File: src/rtl/augreal_pkg.sv
// augreal_pkg: shared widths, default frame geometry and packer state encoding.
package augreal_pkg;
  localparam int PIXEL_W         = 18;
  localparam int WORD_W          = 36;
  localparam int DEF_LINE_WORDS  = 640;
  localparam int DEF_FRAME_LINES = 480;
  typedef enum logic [1:0] {IDLE, PACK, PAD, DROP} packer_state_t;
endpackage

File: src/rtl/ntsc_pixel_packer.sv
// ntsc_pixel_packer: packs 18-bit NTSC pixels into 36-bit frame-buffer words, normalising every line to LINE_WORDS.
// Optional NTSC_PACKER_FIELD_EN: only a field-0 sof starts a frame; a field-1 sof parks the packer in IDLE.
module ntsc_pixel_packer
  import augreal_pkg::*;
#(
  parameter int LINE_WORDS  = DEF_LINE_WORDS,
  parameter int FRAME_LINES = DEF_FRAME_LINES
) (
  input  logic               clk,
  input  logic               reset_n,
  input  logic               in_valid,
  input  logic [PIXEL_W-1:0] in_pixel,
  input  logic               in_sof,
  input  logic               in_eol,
  input  logic               in_field,
  output logic               ntsc_flag,
  output logic [WORD_W-1:0]  ntsc_pixels,
  output logic               frame_flag,
  output logic               overrun
);
  localparam logic [9:0] LW = 10'(LINE_WORDS);
  localparam logic [8:0] FL = 9'(FRAME_LINES);

  packer_state_t      state_q, state_d;
  logic [9:0]         word_cnt_q, word_cnt_d;
  logic [8:0]         line_cnt_q, line_cnt_d;
  logic [PIXEL_W-1:0] pend_q, pend_d;
  logic               pend_vld_q, pend_vld_d;
  logic [WORD_W-1:0]  word_q, word_d;
  logic               flag_q, flag_d, frame_q, frame_d, ovr_q, ovr_d;
  logic               sof_go, sof_kill, emit, line_done;
  logic [WORD_W-1:0]  emit_word;

`ifdef NTSC_PACKER_FIELD_EN
  assign sof_go   = in_valid & in_sof & ~in_field;
  assign sof_kill = in_valid & in_sof & in_field;
`else
  logic unused_field;
  assign unused_field = in_field;
  assign sof_go       = in_valid & in_sof;
  assign sof_kill     = 1'b0;
`endif

  always_ff @(posedge clk or negedge reset_n) begin
    if (!reset_n) begin
      state_q    <= IDLE;
      word_cnt_q <= '0;
      line_cnt_q <= '0;
      pend_q     <= '0;
      pend_vld_q <= 1'b0;
      word_q     <= '0;
      flag_q     <= 1'b0;
      frame_q    <= 1'b0;
      ovr_q      <= 1'b0;
    end else begin
      state_q    <= state_d;
      word_cnt_q <= word_cnt_d;
      line_cnt_q <= line_cnt_d;
      pend_q     <= pend_d;
      pend_vld_q <= pend_vld_d;
      word_q     <= word_d;
      flag_q     <= flag_d;
      frame_q    <= frame_d;
      ovr_q      <= ovr_d;
    end
  end

  always_comb begin
    state_d    = state_q;
    word_cnt_d = word_cnt_q;
    line_cnt_d = line_cnt_q;
    pend_d     = pend_q;
    pend_vld_d = pend_vld_q;
    word_d     = word_q;
    flag_d     = 1'b0;
    frame_d    = 1'b0;
    ovr_d      = ovr_q;
    emit       = 1'b0;
    emit_word  = '0;
    line_done  = 1'b0;
    case (state_q)
      PACK: if (in_valid) begin
        emit       = pend_vld_q | in_eol;
        emit_word  = pend_vld_q ? {pend_q, in_pixel} : {in_pixel, PIXEL_W'(0)};
        pend_d     = in_pixel;
        pend_vld_d = ~pend_vld_q & ~in_eol;
        word_cnt_d = word_cnt_q + 10'(emit);
        if (in_eol) begin
          if (word_cnt_d == LW) line_done = 1'b1;
          else state_d = PAD;
        end else if (word_cnt_d == LW) begin
          state_d = DROP;
        end
      end
      // A pending half left by a 1-pixel sof line goes out as the first pad word.
      PAD: begin
        emit       = 1'b1;
        emit_word  = pend_vld_q ? {pend_q, PIXEL_W'(0)} : '0;
        pend_vld_d = 1'b0;
        ovr_d      = ovr_q | in_valid;
        word_cnt_d = word_cnt_q + 10'd1;
        line_done  = word_cnt_d == LW;
      end
      DROP: line_done = in_valid & in_eol;
      default: ;
    endcase
    if (emit) begin
      flag_d = 1'b1;
      word_d = emit_word;
    end
    if (line_done) begin
      word_cnt_d = '0;
      line_cnt_d = line_cnt_q + 9'd1;
      state_d    = (line_cnt_d == FL) ? IDLE : PACK;
    end
    // A start-of-frame overrides whatever the current state was doing, including a pad word.
    if (sof_go | sof_kill) begin
      flag_d     = 1'b0;
      word_d     = word_q;
      ovr_d      = ovr_q;
      frame_d    = sof_go;
      pend_d     = in_pixel;
      pend_vld_d = sof_go;
      word_cnt_d = '0;
      line_cnt_d = '0;
      state_d    = sof_kill ? IDLE : in_eol ? PAD : PACK;
    end
  end

  assign ntsc_flag   = flag_q;
  assign ntsc_pixels = word_q;
  assign frame_flag  = frame_q;
  assign overrun     = ovr_q;
endmodule

File: config.mk
export PLATFORM = sky130hd
export DESIGN_NAME = ntsc_pixel_packer
export DESIGN_NICKNAME = d
export VERILOG_FILES = /design/src/rtl/augreal_pkg.sv /design/src/rtl/ntsc_pixel_packer.sv
export SDC_FILE = /design/constraint.sdc
export NUM_CORES = 1
export LEC_CHECK = 0
export BUFFER_PORTS_ARGS = -buffer_cell sky130_fd_sc_hd__buf_4
export CELL_PAD_IN_SITES_DETAIL_PLACEMENT = 1
export CELL_PAD_IN_SITES_GLOBAL_PLACEMENT = 1
export CORE_MARGIN = 10
export CORE_UTILIZATION = 47
export CTS_CLUSTER_DIAMETER = 150
export DETAILED_ROUTE_END_ITERATION = 10
export GPL_TIMING_DRIVEN = 0
export PLACE_DENSITY_LB_ADDON = 0.1
export SLEW_MARGIN = 25
export SYNTH_ARGS = -nofsm -noshare
export SYNTH_HDL_FRONTEND = slang
export SYNTH_SLANG_ARGS = --single-unit
export TNS_END_PERCENT = 10
File: constraint.sdc
create_clock -name clk -period 4.5 [get_ports clk]
set_input_delay 0 -clock clk [delete_from_list [all_inputs] [get_ports clk]]
set_output_delay 0 -clock clk [all_outputs]
set_load 0.1 [all_outputs]
==> results.json <==
{
  "antenna_found_initial": 0,
  "routabilityCongestion": 0.832,
  "use_met1": 0.227,
  "cts-root-buf": "clkbuf_8",
  "synth_area_leaders": "dfrtp_1, nand2_1, o21ai_0, mux2_2, a21oi_1",
  "final_nets": 570,
  "cts_tree": "built",
  "worstMarginPinSlew_ns": 0.843,
  "crit_fanout": 10,
  "p_leak_nw": 2.32,
  "netlist_top_cells_count": "nand2_1, dfrtp_1, o21ai_0",
  "async_flop_share": 1.00,
  "use_met2": 0.360,
  "path_clk_slew_ns": 0.09,
  "ff2ff_setup_slack_ns": 1.58,
  "hpwl_mm": 8.54,
  "clkLatencyLatePin_ns": 0.35,
  "start_kind": "register",
  "crit_path_frequent_cell": "ha_1",
  "grt_pass1_wl_mm": 20.8,
  "min_path_type": "in -> reg",
  "syn_area_um2": 4150,
  "muxShareOfSynthArea": 0.0785,
  "synth-simple-area-share": 0.206,
  "ys_ff_latch": 79,
  "r2r-start": "pend_vld_q",
  "synth-xor-area-share": 0.0106,
  "hold_violations": 0,
  "firstDrtPassIters": 4,
  "synth_top_family_by_area": "simple AND/OR/NAND/NOR gates",
  "initialDrtViolationCount": 110,
  "die_h_um": 114,
  "cp_slowest_cell": "or4_1",
  "track_usage": 0.196,
  "grt-ovfl-total": 0,
  "cts_resized": 0,
  "die_w_um": 114,
  "critical_path_class": "reg -> reg",
  "setup-violations-final": 0,
  "cp_data_arrival_time_ns": 3.19,
  "numCtsBuffers": 9,
  "clk_path_buf_depth": 2,
  "ys_seq_area_frac": 0.477,
  "required_ns": 4.76,
  "layout_min_cycle_time_ns": 2.92,
  "crit_buf_inv": 1,
  "slew_headroom": 0.434,
  "tns_ns": 0,
  "die_area_um2": 13000,
  "coreArea_um2": 8640,
  "end_kind": "register",
  "cap_violations": 0,
  "drtAntennaViolNets": 0,
  "synthCells": 443,
  "viasPerCell": 5.67,
  "clock.fmax_mhz": 342,
  "port-buffer-count": 61,
  "synth_most_common_cell": "nand2_1",
  "clock-sinks": 79,
  "drive_gt1_frac": 0.219,
  "drc": 0,
  "wl_per_cell_um": 19.2,
  "skew_ns": 0.0185,
  "diodes": 0,
  "grt_pass1_vias": 4017,
  "grt_max_degree": 80,
  "vias": 3676,
  "postCtsSetupBuffers": 0,
  "synth_top_area_frac": 0.477,
  "path_cells": "or2_2 -> ha_1 -> ha_1 -> nor2_1 -> nand4b_4 -> or4_1 -> buf_6 -> a211oi_1 -> mux2i_1",
  "fin_crit_sh": 0.650,
  "synth-compound-area-share": 0.154,
  "rsz0062_at_grt": "false",
  "syn_nets": 477,
  "critPathTopFamily": "simple AND/OR/NAND/NOR gates",
  "outcome": "complete, no violations",
  "min_from": "in_valid",
  "rows": 34,
  "ys_warn_count": 0,
  "power.density_nw_per_um2": 597,
  "totalWireLength_mm": 12.4,
  "ctsHtreeMaxLevel": 3,
  "avgSynthCellArea_um2": 9.36,
  "grt_util_met3": 0.0415,
  "ios": 63,
  "area_delta_synth_final_pct": 24.2,
  "synth_fa_ha_area_frac": 0.0302,
  "ys.flop_type": "dfrtp_1",
  "startpoint": "pend_vld_q",
  "maxSlewViolCount": 0,
  "synth_cell_types": 58,
  "start_util": 0.480,
  "ir_worst_vdd_uv": 242,
  "synth-edff-count": 0,
  "yosysTopAreaCell": "dfrtp_1",
  "timing.hold.ws_ns": 0.152,
  "grt-busiest-layer": "met2",
  "timing.critical_path.slowest_cell_delay_ns": 0.54
}
-- area by class of cell --
class	count	area [um2]
well taps	108	135
multi-input cells	326	1990
plain buffers	31	155
inverters	7	26.3
clock buffers	10	138
flip-flops and latches	79	1980
clock inverters	5	58.8
repair buffers	82	672
fillers	987	3490
-- cell usage in the layout, fill, tap and decap left out, types with 3 or more instances in the layout --
cell type and instances:
and3_1 3, clkbuf_8 10, mux2i_1 10, inv_1 7, nand4_1 5, nand3_1 9
a22oi_1 6, a31oi_1 3, nand2_1 81, xnor2_1 3, dfrtp_1 79, mux2_2 20
nor3_1 6, ha_1 10, nor3b_1 20, buf_6 4, buf_2 3, buf_4 62
a21oi_1 34, dlygate4sd3_1 21, nand2b_1 6, clkbuf_1 20, nor2_1 21, o21ai_0 51
-- cell families (layout without fill, tap and decap cells) --
family / count (synthesis) / after routing
buffers and inverters: 38 / 135
muxes: 30 / 30
adders and majority gates: 10 / 10
and+or+nand+nor: 169 / 169
DFF: 79 / 79
AOI/OAI and AO/OA: 112 / 112
xor gates and xnor gates: 5 / 5
-- metrics by stage --
stage                      util  area [um2]  std cells  worst slack [ns]  total power, mW
after floorplan               -        4150        443              1.86             2.13
after detailed placement  0.549        4740        612              1.60             2.54
after global placement    0.549        4740        612              1.68             2.49
after CTS                 0.596        5140        648              1.55             3.09
after global routing      0.596        5150        648              1.38             3.24
final                     0.596        5150        648              1.58             3.08
-- report_power, final --
group	total, mW	leakage, nW	switching (mW)	internal (mW)
combinational	1.56	1.20	1.21	0.350
clock	0.535	0.0944	0.267	0.268
sequential	0.983	1.03	0.110	0.873
-- sequential cells by signal, summed over array words and instances (netlist names) --
name and count:
line_cnt_q 9, ntsc_flag 1, pend_vld_q 1, word_cnt_q 10
overrun 1, frame_flag 1, state_q 2, pend_q 18
ntsc_pixels 36
-- timing repair --
action / in CTS / in global routing
endpoints found under the setup margin: 0 / 0
hold buffers: 21 / 0
hold endpoints to repair: 119 / 0
-- path summary, 6_finish.rpt --
check                                  to  depth (start not counted)
setup / recovery            line_cnt_q[8]                          9
hold reg to reg            ntsc_pixels[9]                          2
setup reg to reg            line_cnt_q[8]                          9
max in group asynchronous   line_cnt_q[5]                          2
min in group asynchronous  ntsc_pixels[3]                          2
hold / removal              line_cnt_q[2]                          4
-- per-layer routing --
metal  vias up  part of all wire
met5         -                 0
met3        12             0.035
met2        55              0.53
li1       1745                 -
met1      1864              0.42
met4         0             0.010
-- worst reg2reg max path, cell delays in order (launching register included) --
cell and delay [ns]:
dfrtp_1 0.40, or2_2 0.33, ha_1 0.23, ha_1 0.30
nor2_1 0.19, nand4b_4 0.13, or4_1 0.54, buf_6 0.17
a211oi_1 0.30, mux2i_1 0.24
No activity file was read; power rests on OpenSTA's default activity.
